`src/rtl/board_occupancy_tracker_if.sv`:
```
// Move handshake between a player front-end (master) and the board tracker (slave).
interface board_occupancy_tracker_if #(
    parameter int BOARD_DIM = 4
);
    localparam int CELLS = BOARD_DIM * BOARD_DIM;
    localparam int IDX_W = $clog2(CELLS);

    logic             move_valid;
    logic [IDX_W-1:0] move_idx;
    logic [1:0]       move_player;
    logic             move_ready;
    logic             move_ack;
    logic             move_err;
    logic [1:0]       err_code;

    modport master (
        output move_valid, move_idx, move_player,
        input  move_ready, move_ack, move_err, err_code
    );

    modport slave (
        input  move_valid, move_idx, move_player,
        output move_ready, move_ack, move_err, err_code
    );
endinterface

```
`src/rtl/board_occupancy_tracker.sv`:
```
// Registered N x N tic-tac-toe board store: legality check, turn order, occupancy count, full flag.
// Define TRACKER_UNDO_EN to build the one-deep undo history driven by undo_req.
module board_occupancy_tracker #(
    parameter int BOARD_DIM = 4
) (
    input  logic                                  clock,
    input  logic                                  reset,
    input  logic                                  clear,
    input  logic                                  undo_req,
    board_occupancy_tracker_if.slave              mv,
    output logic [2*BOARD_DIM*BOARD_DIM-1:0]      board,
    output logic [$clog2(BOARD_DIM*BOARD_DIM):0]  occupied_cnt,
    output logic [1:0]                            turn,
    output logic                                  no_space
);
    localparam int CELLS = BOARD_DIM * BOARD_DIM;
    localparam int IDX_W = $clog2(CELLS);
    localparam logic [IDX_W:0] CELLS_C = (IDX_W + 1)'(CELLS);
    localparam logic [IDX_W:0] CNT_ONE = (IDX_W + 1)'(1);

    localparam logic [1:0] PL_X     = 2'b01;
    localparam logic [1:0] PL_O     = 2'b10;
    localparam logic [1:0] ERR_NONE = 2'b00;
    localparam logic [1:0] ERR_OCC  = 2'b01;
    localparam logic [1:0] ERR_TURN = 2'b10;
    localparam logic [1:0] ERR_BAD  = 2'b11;

    typedef enum logic [1:0] {IDLE, CHECK, COMMIT, FULL} state_t;

    state_t           state;
    logic [IDX_W-1:0] idx_q;
    logic [1:0]       player_q;
    logic             ready_q;
    logic             ack_q;
    logic             err_q;
    logic [1:0]       code_q;
    logic [1:0]       check_code;
    logic [IDX_W:0]   cnt_inc;

    function automatic logic [1:0] cell_at(input logic [2*CELLS-1:0] b,
                                           input logic [IDX_W-1:0]   idx);
        logic [1:0] v;
        v = 2'b00;
        for (int k = 0; k < CELLS; k++)
            if (idx == IDX_W'(k)) v = b[2*k +: 2];
        return v;
    endfunction

    function automatic logic [2*CELLS-1:0] cell_write(input logic [2*CELLS-1:0] b,
                                                      input logic [IDX_W-1:0]   idx,
                                                      input logic [1:0]         val);
        logic [2*CELLS-1:0] r;
        r = b;
        for (int k = 0; k < CELLS; k++)
            if (idx == IDX_W'(k)) r[2*k +: 2] = val;
        return r;
    endfunction

    // Rejection reasons in fixed priority: malformed request, wrong turn, occupied cell.
    function automatic logic [1:0] judge(input logic [IDX_W-1:0]   idx,
                                         input logic [1:0]         pl,
                                         input logic [1:0]         trn,
                                         input logic [2*CELLS-1:0] b);
        logic [1:0] c;
        c = ERR_NONE;
        if ({1'b0, idx} >= CELLS_C || pl == 2'b00 || pl == 2'b11) c = ERR_BAD;
        else if (pl != trn)                                        c = ERR_TURN;
        else if (cell_at(b, idx) != 2'b00)                         c = ERR_OCC;
        return c;
    endfunction

    function automatic logic [1:0] other(input logic [1:0] p);
        return (p == PL_X) ? PL_O : PL_X;
    endfunction

    assign check_code = judge(idx_q, player_q, turn, board);
    assign cnt_inc    = occupied_cnt + CNT_ONE;

`ifdef TRACKER_UNDO_EN
    logic [IDX_W-1:0] hist_idx;
    logic             hist_vld;
`else
    logic unused_undo;
    assign unused_undo = undo_req;
`endif

    always_ff @(posedge clock or negedge reset) begin
        if (!reset) begin
            state        <= IDLE;
            board        <= '0;
            occupied_cnt <= '0;
            turn         <= PL_X;
            no_space     <= 1'b0;
            idx_q        <= '0;
            player_q     <= 2'b00;
            ready_q      <= 1'b0;
            ack_q        <= 1'b0;
            err_q        <= 1'b0;
            code_q       <= ERR_NONE;
`ifdef TRACKER_UNDO_EN
            hist_idx     <= '0;
            hist_vld     <= 1'b0;
`endif
        end else begin
            ack_q <= 1'b0;
            err_q <= 1'b0;
            if (clear) begin
                // New game: any move in flight is dropped without a response.
                state        <= IDLE;
                board        <= '0;
                occupied_cnt <= '0;
                turn         <= PL_X;
                no_space     <= 1'b0;
                code_q       <= ERR_NONE;
                ready_q      <= 1'b1;
`ifdef TRACKER_UNDO_EN
                hist_vld     <= 1'b0;
`endif
            end
`ifdef TRACKER_UNDO_EN
            else if (undo_req && (state == IDLE || state == FULL)) begin
                if (hist_vld) begin
                    board        <= cell_write(board, hist_idx, 2'b00);
                    occupied_cnt <= occupied_cnt - CNT_ONE;
                    turn         <= other(turn);
                    no_space     <= 1'b0;
                    state        <= IDLE;
                    ready_q      <= 1'b1;
                    hist_vld     <= 1'b0;
                    ack_q        <= 1'b1;
                    code_q       <= ERR_NONE;
                end else begin
                    err_q   <= 1'b1;
                    code_q  <= ERR_BAD;
                    ready_q <= (state == IDLE);
                end
            end
`endif
            else begin
                case (state)
                    IDLE: begin
                        ready_q <= 1'b1;
                        if (mv.move_valid && ready_q) begin
                            idx_q    <= mv.move_idx;
                            player_q <= mv.move_player;
                            ready_q  <= 1'b0;
                            state    <= CHECK;
                        end
                    end
                    CHECK: begin
                        if (check_code != ERR_NONE) begin
                            err_q   <= 1'b1;
                            code_q  <= check_code;
                            ready_q <= 1'b1;
                            state   <= IDLE;
                        end else begin
                            state <= COMMIT;
                        end
                    end
                    COMMIT: begin
                        board        <= cell_write(board, idx_q, player_q);
                        occupied_cnt <= cnt_inc;
                        turn         <= other(turn);
                        ack_q        <= 1'b1;
                        code_q       <= ERR_NONE;
`ifdef TRACKER_UNDO_EN
                        hist_idx     <= idx_q;
                        hist_vld     <= 1'b1;
`endif
                        if (cnt_inc == CELLS_C) begin
                            no_space <= 1'b1;
                            ready_q  <= 1'b0;
                            state    <= FULL;
                        end else begin
                            ready_q <= 1'b1;
                            state   <= IDLE;
                        end
                    end
                    FULL: begin
                        ready_q <= 1'b0;
                    end
                    default: begin
                        ready_q <= 1'b0;
                        state   <= IDLE;
                    end
                endcase
            end
        end
    end

    assign mv.move_ready = ready_q;
    assign mv.move_ack   = ack_q;
    assign mv.move_err   = err_q;
    assign mv.err_code   = code_q;
endmodule

```
`src/flat_wrapper.sv`:
```
// flat-port wrapper written by rule: the top's interface ports become plain ports
module board_occupancy_tracker_flat 
#(
    parameter int BOARD_DIM = 4
)
  (clock, reset, clear, undo_req, board, occupied_cnt, turn, no_space, mv_move_valid, mv_move_idx, mv_move_player, mv_move_ready, mv_move_ack, mv_move_err, mv_err_code);
  board_occupancy_tracker_if #(.BOARD_DIM(BOARD_DIM)) mv_i ();
  input  logic clock;
  input  logic reset;
  input  logic clear;
  input  logic undo_req;
  output logic [2*BOARD_DIM*BOARD_DIM-1:0] board;
  output logic [$clog2(BOARD_DIM*BOARD_DIM):0] occupied_cnt;
  output logic [1:0] turn;
  output logic no_space;
  input wire logic [$bits(mv_i.move_valid)-1:0] mv_move_valid;
  input wire logic [$bits(mv_i.move_idx)-1:0] mv_move_idx;
  input wire logic [$bits(mv_i.move_player)-1:0] mv_move_player;
  output wire logic [$bits(mv_i.move_ready)-1:0] mv_move_ready;
  output wire logic [$bits(mv_i.move_ack)-1:0] mv_move_ack;
  output wire logic [$bits(mv_i.move_err)-1:0] mv_move_err;
  output wire logic [$bits(mv_i.err_code)-1:0] mv_err_code;
  assign mv_i.move_valid = mv_move_valid;
  assign mv_i.move_idx = mv_move_idx;
  assign mv_i.move_player = mv_move_player;
  assign mv_move_ready = mv_i.move_ready;
  assign mv_move_ack = mv_i.move_ack;
  assign mv_move_err = mv_i.move_err;
  assign mv_err_code = mv_i.err_code;
  board_occupancy_tracker #(.BOARD_DIM(BOARD_DIM)) u_core (.clock(clock), .reset(reset), .clear(clear), .undo_req(undo_req), .mv(mv_i), .board(board), .occupied_cnt(occupied_cnt), .turn(turn), .no_space(no_space));
endmodule
```
`config.mk`:
```
export PLATFORM = sky130hd
export DESIGN_NAME = board_occupancy_tracker_flat
export DESIGN_NICKNAME = d
export VERILOG_FILES = /design/src/rtl/board_occupancy_tracker_if.sv /design/src/rtl/board_occupancy_tracker.sv /design/src/flat_wrapper.sv
export SDC_FILE = /design/constraint.sdc
export NUM_CORES = 1
export LEC_CHECK = 0
export ABC_AREA = 1
export CAP_MARGIN = 20
export CORE_ASPECT_RATIO = 1.1
export CORE_MARGIN = 3
export CORE_UTILIZATION = 55
export DETAILED_ROUTE_END_ITERATION = 10
export PLACE_DENSITY_LB_ADDON = 0.05
export SETUP_SLACK_MARGIN = 0.4
export SYNTH_ARGS = -nofsm -noshare
export SYNTH_HDL_FRONTEND = slang
export SYNTH_SLANG_ARGS = --single-unit
```
`constraint.sdc`:
```
create_clock -name clock -period 4 [get_ports clock]
set_input_delay 0.8 -clock clock [delete_from_list [all_inputs] [get_ports clock]]
set_output_delay 0.8 -clock clock [all_outputs]
set_load 0.02 [all_outputs]
```
Word-level counts from Yosys, hierarchy flattened
Index checks and enable logic that the tools add are counted.
Operators by class
  order comparisons: 0
  reductions and logical operators: 47
  bitwise gates (word level): 1
  $mul: 0
  eq/ne operators: 24
  shifts and indexed selects: 0
  multiplexer cells: 65
  $add $sub $neg: 1
  divide/modulo/power cells: 0
Operators with widths (number)
  $mux W2: 45
  $mux W32: 2
  $reduce_bool A2 Y1: 20
  $reduce_and A2 Y1: 19
  $eq A4 B4 Y1 const B: 8
  $eq A4 B3 Y1 const B: 4
  $mux W1: 13
  $mux W5: 2
  $eq A4 B2 Y1 const B: 2
  $eq A2 B2 Y1 const B: 3
  $ne A3 B2 Y1 const B: 2
  $pmux W2 S3: 1
  $add A5 B1 Y5 const B: 1
  $eq A5 B5 Y1 const B: 1
  $eq A2 B1 Y1 const B: 2
  $eq A4 B1 Y1 const B: 1
  $logic_not A2 Y1: 2
  $logic_not A4 Y1: 1
  $pmux W1 S4: 1
  $pmux W2 S2: 1
  $reduce_bool A4 Y1: 1
  $reduce_and A3 Y1: 1
  $reduce_bool A3 Y1: 1
  $ne A2 B2 Y1: 1
  other kinds (3): 3
Word-level totals
  word-level logic and storage cells: 164
  bits in latches: 0
  memory bits (writable): 0
  output and inout port bits: 45
  register bits after elaboration: 53
  memory bits (read-only): 0
  bits of input ports: 11
  memories: 0

Logic depth before layout (Yosys ltp)
Gate-level depths: netlist of the first run.
  depth in word-level cells: 27
  gate-level depth with buffers: 18
  gate-level depth less buffers: 18

Least setup slack after synthesis of the first run
No wires, ideal clock.
  path kind: input to register
  start: in clear
  end: reg u_core.ready_q (netlist: u_core.mv.move_ready)
  arrival: 1879 ps
  data required time: 3878 ps
  buffers on the path: 1
  stages on the path: 5
  library setup time: 122 ps
  slack: 1999 ps
  cells stage by stage: clkbuf_1 -> nor3_1 -> inv_1 -> nand3_1 -> o21ai_1
On the way
  word-level cells in the longest chain between the ends: 1
  elaborated cells between the ends (all ways): 2
  those cells by class: 1 x eq/ne; 1 x mux
Ends and longest elaborated chain
  start, declared: line flat_wrapper.sv:10  | input logic clear;
  $ne A3 B2 Y1 (no line) or $mux W1 (tied branches)
  end signal, assigned: line board_occupancy_tracker.sv:96  | ready_q <= 1'b0;
  end signal, assigned: line board_occupancy_tracker.sv:115  | ready_q <= 1'b1;
  end signal, assigned: line board_occupancy_tracker.sv:142  | ready_q <= 1'b1;
  end, declared: line board_occupancy_tracker.sv:33  | logic ready_q;
Parallel ways exist; a longest one is shown, timed or not.
A chain may end at the register's enable or synchronous reset.

Worst setup path in the final report of the first run
  start: in clear
  end: reg u_core.board[7]
On the way
  word-level cells in the longest chain between the ends: 2
  elaborated cells between the ends (all ways): 4
  those cells by class: 1 x mux; 3 x reduce/logical
Ends and longest elaborated chain
  $reduce_bool A2 Y1 (no line)
  $reduce_and A2 Y1 (no line)
  end signal, assigned: line board_occupancy_tracker.sv:161  | board <= cell_write(board, idx_q, player_q);
  end, declared: line board_occupancy_tracker.sv:11  | output logic [2*BOARD_DIM*BOARD_DIM-1:0] board,
Parallel ways exist; a longest one is shown, timed or not.

==> impl_metrics.env, run 1 <==
export IMPL_clock_sinks=53
export IMPL_fin_util_pct=72.8
export IMPL_numCtsBuffers=5
export IMPL_fill_cells=396
export IMPL_ys_flop_type="dfrtp_1"
export IMPL_ys_types=30
export IMPL_period_needed_ns=2.40
export IMPL_crit_chain="clkdlybuf4s50_1 -> nor2_1 -> inv_1 -> o21ai_0 -> nand2_1 -> o21ai_0"
export IMPL_synthSimpleGateAreaFrac_pct=29.2
export IMPL_post_route_period_util_pct=60.1
export IMPL_synth_async_reset_ratio_pct=100
export IMPL_worstSetupPathType="in2reg"
export IMPL_slew_viol_final=0
export IMPL_vias_per_cell=5.45
export IMPL_cpMaxStageDelayCell="clkdlybuf4s50_1"
export IMPL_ant_nets=0
export IMPL_hold_violations=0
export IMPL_p_per_area_nw_per_um2=543
export IMPL_antenna_cells=0
export IMPL_startpoint_type="primary input"
export IMPL_cp_common_cell="o21ai_0"
export IMPL_min_path_type="in2async"
export IMPL_drt_iter0_markers=194
export IMPL_clockBufferDepth=2
export IMPL_gr_usage_all_layers_pct=23.8
export IMPL_crit_required_ns=4.23
export IMPL_drive_gt1_share_pct=6.71
export IMPL_ff_latch_area_um2=1330
export IMPL_multi_input_area_um2=1200
export IMPL_dieArea_um2=5900
export IMPL_post_cts_buffers=0
export IMPL_holdWs_ns=0.467
export IMPL_area_growth_pct=25.5
export IMPL_r2r_slack_ns=1.87
export IMPL_grt_pass1_vias=2423
export IMPL_synth_top_cell_area_share_pct=47.2
export IMPL_synth_edf_count=0
export IMPL_die_x_um=73.5
export IMPL_fin_skew_ns=0.0107
export IMPL_synth_compound_area_share_pct=11.1
export IMPL_clk_pin_slew_ns=0.10
export IMPL_synth_nets=376
export IMPL_vias=2577
export IMPL_muxShareOfSynthArea_pct=0
export IMPL_grt_setup_unrepaired="no"
export IMPL_startpoint="clear"
export IMPL_nets=431
export IMPL_relSlewSlack_pct=60.3
export IMPL_synth_commonest_cells="nand2_1, dfrtp_1, inv_1"
export IMPL_portBuffers=54
export IMPL_setup_tns_ns=0
export IMPL_path_max_fanout=10
export IMPL_die_h_um=80.3
export IMPL_status="complete, no violations"
export IMPL_drtPass1Iterations=5
export IMPL_hpwl_um=4870
export IMPL_cts_tree="built"
export IMPL_rr_worst_depth=7
export IMPL_dpl_cell_area_um2=3360
export IMPL_netlist_area_um2=2760
export IMPL_p_leak_nw=1.56
export IMPL_cts_max_level=2
export IMPL_io_pins=56
export IMPL_tightest_slew_ns=0.596
export IMPL_peakVddDrop_v=0.000318
export IMPL_synth_top_area_cell="dfrtp_1"
export IMPL_yosys_register_bits=53
export IMPL_crit_arrival_ns=2.64
export IMPL_synth_xor_area_share_pct=1.59
export IMPL_drc_errors=0
export IMPL_clock_latency_ns=0.31
export IMPL_clockRootBuffer="clkbuf_8"
export IMPL_synthTopCellsByArea="dfrtp_1, nand2_1, o21ai_0"
export IMPL_rows=26
export IMPL_grt_max_degree=34
export IMPL_grt_ovfl_total=0
export IMPL_gp_congestion=0.880
export IMPL_start_util_pct=58.0
export IMPL_synthAdderAreaFrac_pct=1.82
export IMPL_fmax_ghz=0.416
export IMPL_synth_top_family_by_area="simple AND/OR/NAND/NOR gates"
export IMPL_drt_wl_total_um=6590
export IMPL_synth_yosys_seq_area_share_pct=48.2
export IMPL_fp_coreArea_um2=4750
export IMPL_ctsHoldBuffers=0
export IMPL_yosysWarnings=0
export IMPL_synthCells=361
export IMPL_syn_avg_cell_area_um2=7.64
export IMPL_crit_path_end_kind="register"
export IMPL_synth_most_common_cell="nand2_1"
export IMPL_cap_violations=0
export IMPL_crit_reg2reg_launch="u_core.state[0]"
export IMPL_crit_path_max_incr_delay_ns=0.63
export IMPL_finalSetupViolCount=0
export IMPL_grt_pass1_wl_um=11000
export IMPL_wl_per_cell_um=13.9
export IMPL_final_area_um2=3460
export IMPL_ctsResizeCount=0
export IMPL_antenna_found_initial=0
[worst paths after layout]
check / to
setup reg to reg: u_core.board[7]
max in group asynchronous: u_core.turn[0]
setup / recovery: u_core.board[7]
hold / removal: u_core.board[10]
min in group clock: u_core.mv.err_code[1]
hold reg to reg: u_core.mv.err_code[1]
[per-layer routing]
layer	wire length (µm)	GRT usage [%]	up-vias	part of all wire, %
met5	0	0	-	0
met4	103	7.97	0	1.6
met3	260	4.01	12	3.9
met2	3390	40.6	83	51
met1	2840	30.3	1212	43
li1	-	-	1270	-
[sequential cells by signal, indices dropped and copies added, names as in the netlist]
register / count
u_core.board: 32
u_core.occupied_cnt: 5
u_core.idx_q: 4
u_core.mv.err_code: 2
u_core.player_q: 2
u_core.state: 2
u_core.turn: 2
u_core.mv.move_ack: 1
u_core.mv.move_err: 1
u_core.mv.move_ready: 1
u_core.no_space: 1
[placed cells by master (no fill, tap or decap), types with 3 or more instances in the layout]
master           instances
o31ai_1                  3
nand2_2                  4
o21ai_0                 44
nand2_1                 91
dfrtp_1                 52
clkbuf_8                 5
inv_2                    5
nor2_1                  38
inv_1                   45
nand4_1                  8
clkdlybuf4s50_1         53
ha_1                     4
xnor2_1                  3
a21oi_1                  3
nand3_1                 32
[through the flow]
stage	cells	setup WS, ns	power, mW
2_1_floorplan	361	2.00	1.28
3_3_place_gp	464	1.33	1.55
3_5_place_dp	465	1.33	1.57
4_1_cts	473	1.66	1.89
5_1_grt	473	1.45	2.01
6_report	473	1.60	1.88
[report_power, final]
part	internal (mW)	switching (mW)	leakage, nW
clock network	0.128	0.185	0.0487
logic	0.305	0.501	0.810
registers	0.641	0.117	0.706
total	1.07	0.804	1.56
[kinds of logic (layout without fill, tap and decap cells)]
logic type                 count (synthesis)  count (layout)
DFF                                       53              53
and+or+nand+nor                          182             182
adders and majority gates                  4               4
AOI/OAI and AO/OA                         57              57
xor gates and xnor gates                   5               5
buffers and inverters                     60             116
[worst max-delay path, delay by kind of cell]
| kind | cells | cell delay [ns] |
|---|---|---|
| buf+inv | 2 | 0.90 |
| compound gates | 2 | 0.31 |
| simple gates | 2 | 0.62 |
[cell type report]
class	instances	area share, %
flip-flops and latches	53	38.4
multi-input cells	248	34.8
repair buffers	57	16.5
inverters	51	5.54
well taps	56	2.03
clock buffers	5	1.99
clock inverters	3	0.760
Note: power is estimated with default switching activity, not from simulation.
==> run 2: changes to the inputs <==
CORE_UTILIZATION = 51   (was 55)
clock period = 2.46 ns   (was 4 ns; I/O delays follow)
==> run 2 against run 1 <==
Compared with the run above:
- total power up 71%
- hold slack worse by 0.29 ns
- combinational power up 74%
- sequential share of layout area down 1.4 points
- sequential cell count unchanged
- non-clock buffer count up 8
- largest power group unchanged
- via count up 0.12%
- clock-buffer cell count up 2
- cell area up 4.1%
- largest cell class unchanged
- sequential power up 68%
==> impl_metrics.env, run 2 (synthesis results as in run 1) <==
export IMPL_status="complete, no violations"
export IMPL_setup_tns_ns=0
export IMPL_crit_required_ns=2.67
export IMPL_post_route_period_util_pct=82.7
export IMPL_startpoint_type="register"
export IMPL_grt_max_degree=29
export IMPL_rr_worst_depth=12
export IMPL_die_h_um=83.1
export IMPL_cts_max_level=2
export IMPL_final_cell_mix="nand2_1, clkdlybuf4s50_1, dfrtp_1"
export IMPL_peakVddDrop_v=0.000575
export IMPL_p_per_area_nw_per_um2=891
export IMPL_crit_path_end_kind="register"
export IMPL_clock_sinks=53
export IMPL_finalSetupViolCount=0
export IMPL_vias_per_cell=5.19
export IMPL_path_max_fanout=5
export IMPL_r2r_slack_ns=0.43
export IMPL_die_x_um=76.1
export IMPL_antenna_cells=0
export IMPL_grt_ovfl_total=0
export IMPL_dpl_cell_area_um2=3410
export IMPL_period_needed_ns=2.03
export IMPL_multi_input_area_um2=1250
export IMPL_grt_pass1_vias=2475
export IMPL_gp_congestion=0.856
export IMPL_fmax_ghz=0.492
export IMPL_numCtsBuffers=5
export IMPL_clk_pin_slew_ns=0.09
export IMPL_fill_cells=432
export IMPL_drt_iter0_markers=127
export IMPL_hpwl_um=5000
export IMPL_tightest_slew_ns=0.584
export IMPL_hold_violations=0
export IMPL_ctsHoldBuffers=0
export IMPL_nets=439
export IMPL_clockRootBuffer="clkbuf_8"
export IMPL_vias=2580
export IMPL_pre_cts_slack_ns=0.286
export IMPL_crit_arrival_ns=2.24
export IMPL_layout_commonest_cell="nand2_1"
export IMPL_final_area_um2=3600
export IMPL_cap_violations=0
export IMPL_top_regs="u_core.board x32, u_core.occupied_cnt x5, u_core.idx_q x4"
export IMPL_slew_viol_final=0
export IMPL_startpoint="u_core.idx_q[1]"
export IMPL_clock_latency_ns=0.31
export IMPL_dieArea_um2=6320
export IMPL_ant_nets=0
export IMPL_io_pins=56
export IMPL_largest_reg_flops=32
export IMPL_grt_setup_unrepaired="yes"
export IMPL_finalWorstSetupSlack_ns=0.425
export IMPL_drc_errors=0
export IMPL_gr_usage_all_layers_pct=22.2
export IMPL_regMostFlops="u_core.board"
export IMPL_worstSetupPathType="reg2reg"
export IMPL_ff_latch_area_um2=1330
export IMPL_min_path_type="in2async"
export IMPL_area_growth_pct=30.5
export IMPL_rows=27
export IMPL_relSlewSlack_pct=61.1
export IMPL_clockBufferDepth=2
export IMPL_cts_tree="built"
export IMPL_fp_coreArea_um2=5100
export IMPL_portBuffers=54
export IMPL_grt_pass1_wl_um=11400
export IMPL_drt_wl_total_um=6780
export IMPL_antenna_found_initial=0
export IMPL_wl_per_cell_um=13.6
export IMPL_drtPass1Iterations=4
export IMPL_fin_skew_ns=0.00886
export IMPL_drive_gt1_share_pct=11.8
export IMPL_p_leak_nw=1.63
export IMPL_crit_reg2reg_launch="u_core.idx_q[1]"
export IMPL_start_util_pct=54.0
==> run 2: changes by cell type in the layout (fill, tap and decap cells not counted), moves of 3 or more <==
cell     change
dfrtp_1      -3
dfrtp_2      +3
nor2_2       +3
nand2_1      -3
nor2_1       -4
buf_4        +8
==> run 2: final timing paths <==
kind	endpoint
max	u_core.mv.err_code[0]
min	u_core.board[11]
max reg2reg	u_core.mv.err_code[0]
min reg2reg	u_core.mv.err_code[1]
max in group asynchronous	u_core.turn[0]
min in group clock	u_core.mv.err_code[1]
==> run 2: layer usage <==
metal,track usage [%],wire (µm)
met1,26.7,2930
met2,40.4,3450
met3,2.82,302
met4,8.73,95
met5,0,0
==> run 2: critical path, stage by stage, from the launching register on <==
cell and delay, ns:
dfrtp_2 0.48, nor2_1 0.24, nand2_1 0.14, o31ai_1 0.08, inv_1 0.06, nand2_1 0.07, nand4_1 0.11, nor3_2 0.12
nand4_1 0.15, nor2_4 0.17, nand4_4 0.12, nand4_1 0.12, nand2_1 0.06
==> run 2: area by class of cell <==
type	count	area share (%)
Timing Repair Buffer	65	17.5
Sequential cell	53	37.0
Inverter	51	5.46
Clock buffer	7	2.68
Multi-Input combinational cell	248	34.7
Clock inverter	1	0.139
Tap cell	72	2.50
==> run 2: what timing repair did <==
item | in CTS | in global routing
pin swaps | 0 | 4
endpoints found under the setup margin | 4 | 10
buffers inserted | 0 | 4
resized for setup | 3 | 16
==> run 2: through the flow <==
step                utilization [%]  std cells  total power, mW  hold slack (ns)
floorplan                         -        361             2.08            0.196
global placement               66.9        485             2.53            0.467
detailed placement             66.9        485             2.56            0.472
CTS                            69.1        493             3.12            0.197
global route                   70.5        497             3.43            0.232
finish                         70.5        497             3.21            0.173
==> run 2: where the power goes <==
part,leakage (nW),total (mW),internal (mW),switching (mW)
combinational,0.872,1.40,0.557,0.844
clock,0.0542,0.538,0.255,0.283
sequential,0.702,1.27,1.05,0.218
